==> config.mk <==
export PLATFORM = sky130hd
export DESIGN_NAME = calc_sequencer
export DESIGN_NICKNAME = d
export VERILOG_FILES = /design/src/rtl/calc_pkg.sv /design/src/rtl/btn_conditioner.sv /design/src/rtl/calc_sequencer.sv
export SDC_FILE = /design/constraint.sdc
export NUM_CORES = 1
export LEC_CHECK = 0
export CORE_MARGIN = 4
export CORE_UTILIZATION = 28
export CTS_CLUSTER_DIAMETER = 100
export DETAILED_ROUTE_END_ITERATION = 10
export GPL_ROUTABILITY_DRIVEN = 0
export HOLD_SLACK_MARGIN = 0.15
export SETUP_SLACK_MARGIN = 0.15
export SLEW_MARGIN = 20
export SYNTH_ARGS = -nofsm -noshare
export SYNTH_HDL_FRONTEND = slang
export SYNTH_SLANG_ARGS = --single-unit
==> constraint.sdc <==
create_clock -name CLK100MHZ -period 4.56 [get_ports CLK100MHZ]
set_input_delay 1.14 -clock CLK100MHZ [delete_from_list [all_inputs] [get_ports CLK100MHZ]]
set_output_delay 1.14 -clock CLK100MHZ [all_outputs]
set_load 0.01 [all_outputs]
==> src/rtl/calc_pkg.sv <==
// Shared types and constants for the calculator control front-end:
// ALU opcodes, sequencer states and the error codes shown on the display.
package calc_pkg;

    typedef enum logic [1:0] {
        OP_ADD = 2'd0,
        OP_SUB = 2'd1,
        OP_MUL = 2'd2,
        OP_DIV = 2'd3
    } op_e;

    typedef enum logic [2:0] {
        ST_IDLE,
        ST_LATCH,
        ST_ISSUE,
        ST_WAIT,
        ST_DONE
    } state_e;

    localparam logic [15:0] RES_DIV0    = 16'hDEAD;
    localparam logic [15:0] RES_TIMEOUT = 16'hEEEE;

    // LED order is {DIV,MUL,SUB,ADD}, which matches the opcode values.
    function automatic logic [3:0] op_onehot(input op_e op);
        return 4'b0001 << op;
    endfunction

endpackage

==> src/rtl/btn_conditioner.sv <==
// One raw board button: 2-FF synchronizer, stability-count debounce and a
// single-cycle pulse on each accepted press.
module btn_conditioner #(
    parameter int DEBOUNCE_CYCLES = 1_000_000
) (
    input  logic clk,
    input  logic rst_n,
    input  logic i_btn,
    output logic o_press
);

    localparam int CW = $clog2(DEBOUNCE_CYCLES + 1);
    localparam logic [CW-1:0] LAST = CW'(DEBOUNCE_CYCLES - 1);

    logic          r_sync1;
    logic          r_sync2;
    logic          r_level;
    logic [CW-1:0] r_cnt;
    logic          r_press;

    // NOTE: sequential state uses non-blocking assignments so every register
    // samples its pre-edge inputs, regardless of statement order.
    always_ff @(posedge clk or negedge rst_n) begin
        if (!rst_n) begin
            r_sync1 <= 1'b0;
            r_sync2 <= 1'b0;
            r_level <= 1'b0;
            r_cnt   <= '0;
            r_press <= 1'b0;
        end else begin
            r_sync1 <= i_btn;
            r_sync2 <= r_sync1;
            r_press <= 1'b0;
            // Any sample equal to the accepted level restarts the stability window.
            if (r_sync2 == r_level) begin
                r_cnt <= '0;
            end else if (r_cnt == LAST) begin
                r_level <= r_sync2;
                r_cnt   <= '0;
                r_press <= r_sync2;
            end else begin
                r_cnt <= r_cnt + 1'b1;
            end
        end
    end

    assign o_press = r_press;

endmodule

==> src/rtl/calc_sequencer.sv <==
// Calculator control front-end: conditions the buttons, holds the selected
// operation, latches operands and runs the start/done handshake to the ALU.
module calc_sequencer
    import calc_pkg::*;
#(
    parameter int DEBOUNCE_CYCLES = 1_000_000,
    parameter int TIMEOUT_CYCLES  = 64,
    parameter int OPW             = 8
) (
    input  logic             CLK100MHZ,
    input  logic             CPU_RESETN,
    input  logic [15:0]      sw,
    input  logic             btnU,
    input  logic             btnD,
    input  logic             btnL,
    input  logic             btnR,
    input  logic             btnC,
    output logic             alu_start,
    output logic [1:0]       alu_op,
    output logic [OPW-1:0]   alu_a,
    output logic [OPW-1:0]   alu_b,
    input  logic             alu_done,
    input  logic [15:0]      alu_result,
    output logic [15:0]      result_q,
    output logic             result_valid,
    output logic             err_div0,
    output logic             err_timeout,
    output logic             busy,
    output logic [3:0]       op_led
);

    localparam int TW = $clog2(TIMEOUT_CYCLES);

    logic [4:0]     w_raw;
    logic [4:0]     w_press;
    state_e         r_state;
    state_e         w_next;
    op_e            r_sel;
    op_e            r_op;
    logic [OPW-1:0] r_a;
    logic [OPW-1:0] r_b;
    logic [15:0]    r_result;
    logic           r_err_div0;
    logic           r_err_tmo;
    logic [TW-1:0]  r_tmo_cnt;
    logic           w_div0;
    logic           w_expire;

    assign w_raw = {btnC, btnR, btnL, btnD, btnU};

    for (genvar g = 0; g < 5; g++) begin : g_btn
        btn_conditioner #(
            .DEBOUNCE_CYCLES(DEBOUNCE_CYCLES)
        ) u_btn (
            .clk    (CLK100MHZ),
            .rst_n  (CPU_RESETN),
            .i_btn  (w_raw[g]),
            .o_press(w_press[g])
        );
    end

    assign w_div0   = (r_sel == OP_DIV) && (sw[2*OPW-1:OPW] == '0);
    // The counter value seen here is one behind the cycle count since ISSUE.
    assign w_expire = (r_tmo_cnt == TW'(TIMEOUT_CYCLES - 2));

    always_ff @(posedge CLK100MHZ or negedge CPU_RESETN) begin
        if (!CPU_RESETN) begin
            r_state <= ST_IDLE;
        end else begin
            r_state <= w_next;
        end
    end

    // NOTE: w_next gets a default before the case so no path leaves it
    // unassigned, which would otherwise infer a latch.
    always_comb begin
        w_next = r_state;
        unique case (r_state)
            ST_IDLE:  if (w_press[4]) w_next = ST_LATCH;
            ST_LATCH: w_next = w_div0 ? ST_DONE : ST_ISSUE;
            ST_ISSUE: w_next = ST_WAIT;
            ST_WAIT:  if (alu_done || w_expire) w_next = ST_DONE;
            ST_DONE:  w_next = ST_IDLE;
            default:  w_next = ST_IDLE;
        endcase
    end

    // Op presses are honoured only while idle; U > D > L > R on a tie.
    always_ff @(posedge CLK100MHZ or negedge CPU_RESETN) begin
        if (!CPU_RESETN) begin
            r_sel <= OP_ADD;
        end else if (r_state == ST_IDLE) begin
            if (w_press[0])      r_sel <= OP_ADD;
            else if (w_press[1]) r_sel <= OP_SUB;
            else if (w_press[2]) r_sel <= OP_MUL;
            else if (w_press[3]) r_sel <= OP_DIV;
        end
    end

    always_ff @(posedge CLK100MHZ or negedge CPU_RESETN) begin
        if (!CPU_RESETN) begin
            r_a        <= '0;
            r_b        <= '0;
            r_op       <= OP_ADD;
            r_result   <= '0;
            r_err_div0 <= 1'b0;
            r_err_tmo  <= 1'b0;
            r_tmo_cnt  <= '0;
        end else begin
            unique case (r_state)
                ST_LATCH: begin
                    r_a        <= sw[OPW-1:0];
                    r_b        <= sw[2*OPW-1:OPW];
                    r_op       <= r_sel;
                    r_err_tmo  <= 1'b0;
                    r_err_div0 <= w_div0;
                    if (w_div0) r_result <= RES_DIV0;
                end
                ST_ISSUE: r_tmo_cnt <= '0;
                ST_WAIT: begin
                    r_tmo_cnt <= r_tmo_cnt + 1'b1;
                    if (alu_done) begin
                        r_result <= alu_result;
                    end else if (w_expire) begin
                        r_result  <= RES_TIMEOUT;
                        r_err_tmo <= 1'b1;
                    end
                end
                default: ;
            endcase
        end
    end

    assign alu_start    = (r_state == ST_ISSUE);
    assign result_valid = (r_state == ST_DONE);
    assign busy         = (r_state != ST_IDLE);
    assign alu_op       = r_op;
    assign alu_a        = r_a;
    assign alu_b        = r_b;
    assign result_q     = r_result;
    assign err_div0     = r_err_div0;
    assign err_timeout  = r_err_tmo;
    assign op_led       = op_onehot(r_sel);

endmodule

==> results.yml <==
min_path:
  min_path_type: "reg -> reg"
cts:
  cts_max_level: 4
  cts_tree: "done"
  cts_hold_buffers: 0
  path_clk_slew_ns: 0.06
  clock_path_buffers: 2
  numClockSinks: 167
  cts_buffers: 17
  clock_latency_ns: 0.42
  root_buffer: "clkbuf_16"
  cts_resized: 0
  postCtsSetupRepairBufs: 0
floorplan:
  die_w_um: 174.4
  die_h_um: 174.4
  start_util_pct: 28.61
  pin_count: 83
  num_rows: 60
  dieArea_um2: 30410
  coreArea_um2: 27100
pwr:
  p_leak_nw: 3.852
  switching_share_pct: 27.74
  power.clock.fraction_pct: 34.5
  power_density_nw_per_um2: 429.1
  power.switching_w: 0.001145
  p_total_w: 0.004127
  ir_worst_vdd_v: 0.0002865
  comb_power_share_pct: 21.9
  sequentialPowerShare_pct: 43.6
  internal_power_w: 0.002982
sta:
  setup_viol: 0
  max_slew_margin_pct: 33.67
  tns_ns: 0
  fin_crit_ns: 3.382
  fin_skew_ns: 0.01365
  worstMarginPinSlew_ns: 0.9916
  max_freq_mhz: 295.7
  worst_slack_ns: 1.178
  period_share_pct: 74.18
  drv_slew: 0
  rsz0062_at_grt: "false"
  hold_violations: 0
worst_setup_path:
  cp-start-kind: "register"
  worst_ep_arrival_time_ns: 2.24
  crit_type: "reg -> out"
  cp.required_ns: 3.42
  path_max_fanout: 15
  setup.worst_path.end_class: "primary output"
synth:
  ys_types: 54
  synth_edf_count: 0
  synth.yosys.seq_area_share_pct: 53.91
  postSynthCellCount: 739
  async_flop_share_pct: 100.0
  synth_xor_area_share_pct: 7.005
  synth_top_family_by_area: "simple AND/OR/NAND/NOR gates"
  synth_flop_cell: "dfrtp_1"
  ys_warn_count: 0
  synthMuxAreaShare_pct: 4.390
  syn_area_per_cell_um2: 10.49
  synthAdderAreaFrac_pct: 1.130
  synth-seq-cells: 167
  synth-simple-area-share_pct: 21.69
  syn-cell-area_um2: 7752
  synth_nets: 786
  synth-compound-area-share_pct: 9.425
finish:
  final_cell_mix: "167 x dfrtp_1, 81 x clkdlybuf4s50_1, 79 x nor2_1"
  final_core_util_pct: 35.49
  finalNonFillerCells: 1207
  final_common_cell: "dfrtp_1"
  nets: 867
  area_delta_synth_final_pct: 24.06
  drive_gt1_share_pct: 10.20
routing:
  drt_wl_total_um: 16760
  via_per_inst: 4.750
  drtIter0Drc: 419
  wl_per_cell_um: 13.88
  firstDrtPassIters: 4
  route.detailed.drc: 0
  vias: 5733
  ant_nets: 0
placed_design:
  place_hpwl_um: 11810
  io_buffers: 82
  place_ws_ns: 1.275
  numPlacedInstances: 1173
run:
  drv_cap: 0
grt:
  globalRouteOverflowTotal: 0
  antenna_found_initial: 2
  grtUsageTotal_pct: 11.37
  grt_max_degree: 92
  grt_pass1_vias: 5704
  grt_pass1_wl_um: 28580
status:
  status: "finished, final reports clean"
==> kinds of logic (layout without fill, tap and decap cells) <==
group,after synthesis,count (layout)
flops,167,167
mux,30,30
simple gates,312,312
other cells,0,2
fa+ha+maj,7,7
buf+inv,49,143
compound gates,112,112
xor+xnor,62,62
==> critical path, cell delays in order, from the launching register on <==
cell and delay (ns):
dfrtp_1 0.65, nand2b_1 0.40, nor2_1 0.20, clkdlybuf4s50_1 0.57
==> power groups by stage <==
stage,clock network [W],registers [W],logic (W)
after floorplan,0,0.00185,0.000393
after global placement,0,0.00183,0.000908
after detailed placement,0,0.00183,0.000914
after CTS,0.00147,0.00180,0.000917
after global routing,0.00154,0.00183,0.000982
final,0.00142,0.00180,0.000902
==> metrics by stage <==
step,hold WS (ns),cell area (um2)
floorplan,0.3312,7752
global placement,0.3326,9019
detailed placement,0.3381,9019
CTS,0.3528,9608
global route,0.3530,9618
finish,0.3484,9618
==> final timing paths <==
check	cells past startpoint	from	to	slack (ns)
worst max-delay path	3	r_state[1]	alu_start	1.18
worst min-delay path	0	g_btn[0].u_btn.r_sync1	g_btn[0].u_btn.r_sync2	0.35
worst max register to register	4	g_btn[2].u_btn.r_cnt[12]	g_btn[2].u_btn.r_cnt[6]	1.89
worst min register to register	0	g_btn[0].u_btn.r_sync1	g_btn[0].u_btn.r_sync2	0.35
max in group asynchronous	2	CPU_RESETN	g_btn[1].u_btn.r_cnt[4]	2.89
min in group asynchronous	1	CPU_RESETN	g_btn[2].u_btn.r_cnt[11]	0.81
==> sequential cells by signal, indices dropped and copies added (netlist names) <==
register / cells
g_btn.u_btn.r_sync1: 5
alu_a: 8
result_q: 16
err_div0: 1
g_btn.u_btn.r_level: 5
g_btn.u_btn.r_sync2: 5
err_timeout: 1
r_tmo_cnt: 6
g_btn.u_btn.o_press: 5
alu_op: 2
r_state: 3
r_sel: 2
alu_b: 8
g_btn.u_btn.r_cnt: 100
==> metal layers <==
layer / wire length, um / vias to the layer above / track usage, %
met5: 0 / - / 0
met2: 7709 / 97 / 17.77
met4: 282 / 0 / 3.761
met1: 8024 / 2798 / 15.41
met3: 742 / 14 / 2.958
li1: - / 2824 / -
==> cell type report <==
cell class	count	area [um2]
Clock inverter	13	146.4
Clock buffer	19	442.9
Antenna cell	2	5.005
Fill cell	2688	17480
Sequential cell	167	4179
Timing Repair Buffer	87	872.1
Multi-Input combinational cell	523	3417
Inverter	24	90.09
Tap cell	372	465.4
==> cells in the mapped netlist, types with 3 or more instances <==
| cell type | n | area share (%) |
|---|---|---|
| a21oi_1 | 44 | 2.8 |
| a22o_1 | 3 | 0.34 |
| and2_1 | 12 | 0.97 |
| and3_1 | 14 | 1.1 |
| and4_1 | 7 | 0.79 |
| clkbuf_1 | 22 | 1.1 |
| dfrtp_1 | 167 | 54 |
| ha_1 | 7 | 1.1 |
| inv_1 | 24 | 1.2 |
| mux2_2 | 28 | 4.1 |
| nand2_1 | 44 | 2.1 |
| nand2b_1 | 6 | 0.48 |
| nand3_1 | 39 | 2.5 |
| nand4_1 | 28 | 2.3 |
| nor2_1 | 80 | 3.9 |
| nor3_1 | 11 | 0.71 |
| nor3b_1 | 3 | 0.29 |
| nor4_1 | 15 | 1.2 |
| o21ai_0 | 20 | 1.3 |
| o22a_1 | 9 | 1.0 |
| o31ai_1 | 20 | 1.9 |
| or2_2 | 3 | 0.24 |
| or3_1 | 12 | 0.97 |
| or4_1 | 20 | 1.9 |
| or4b_2 | 4 | 0.52 |
| xnor2_1 | 22 | 2.5 |
| xor2_1 | 40 | 4.5 |
Power figures use the tool's default switching activity.
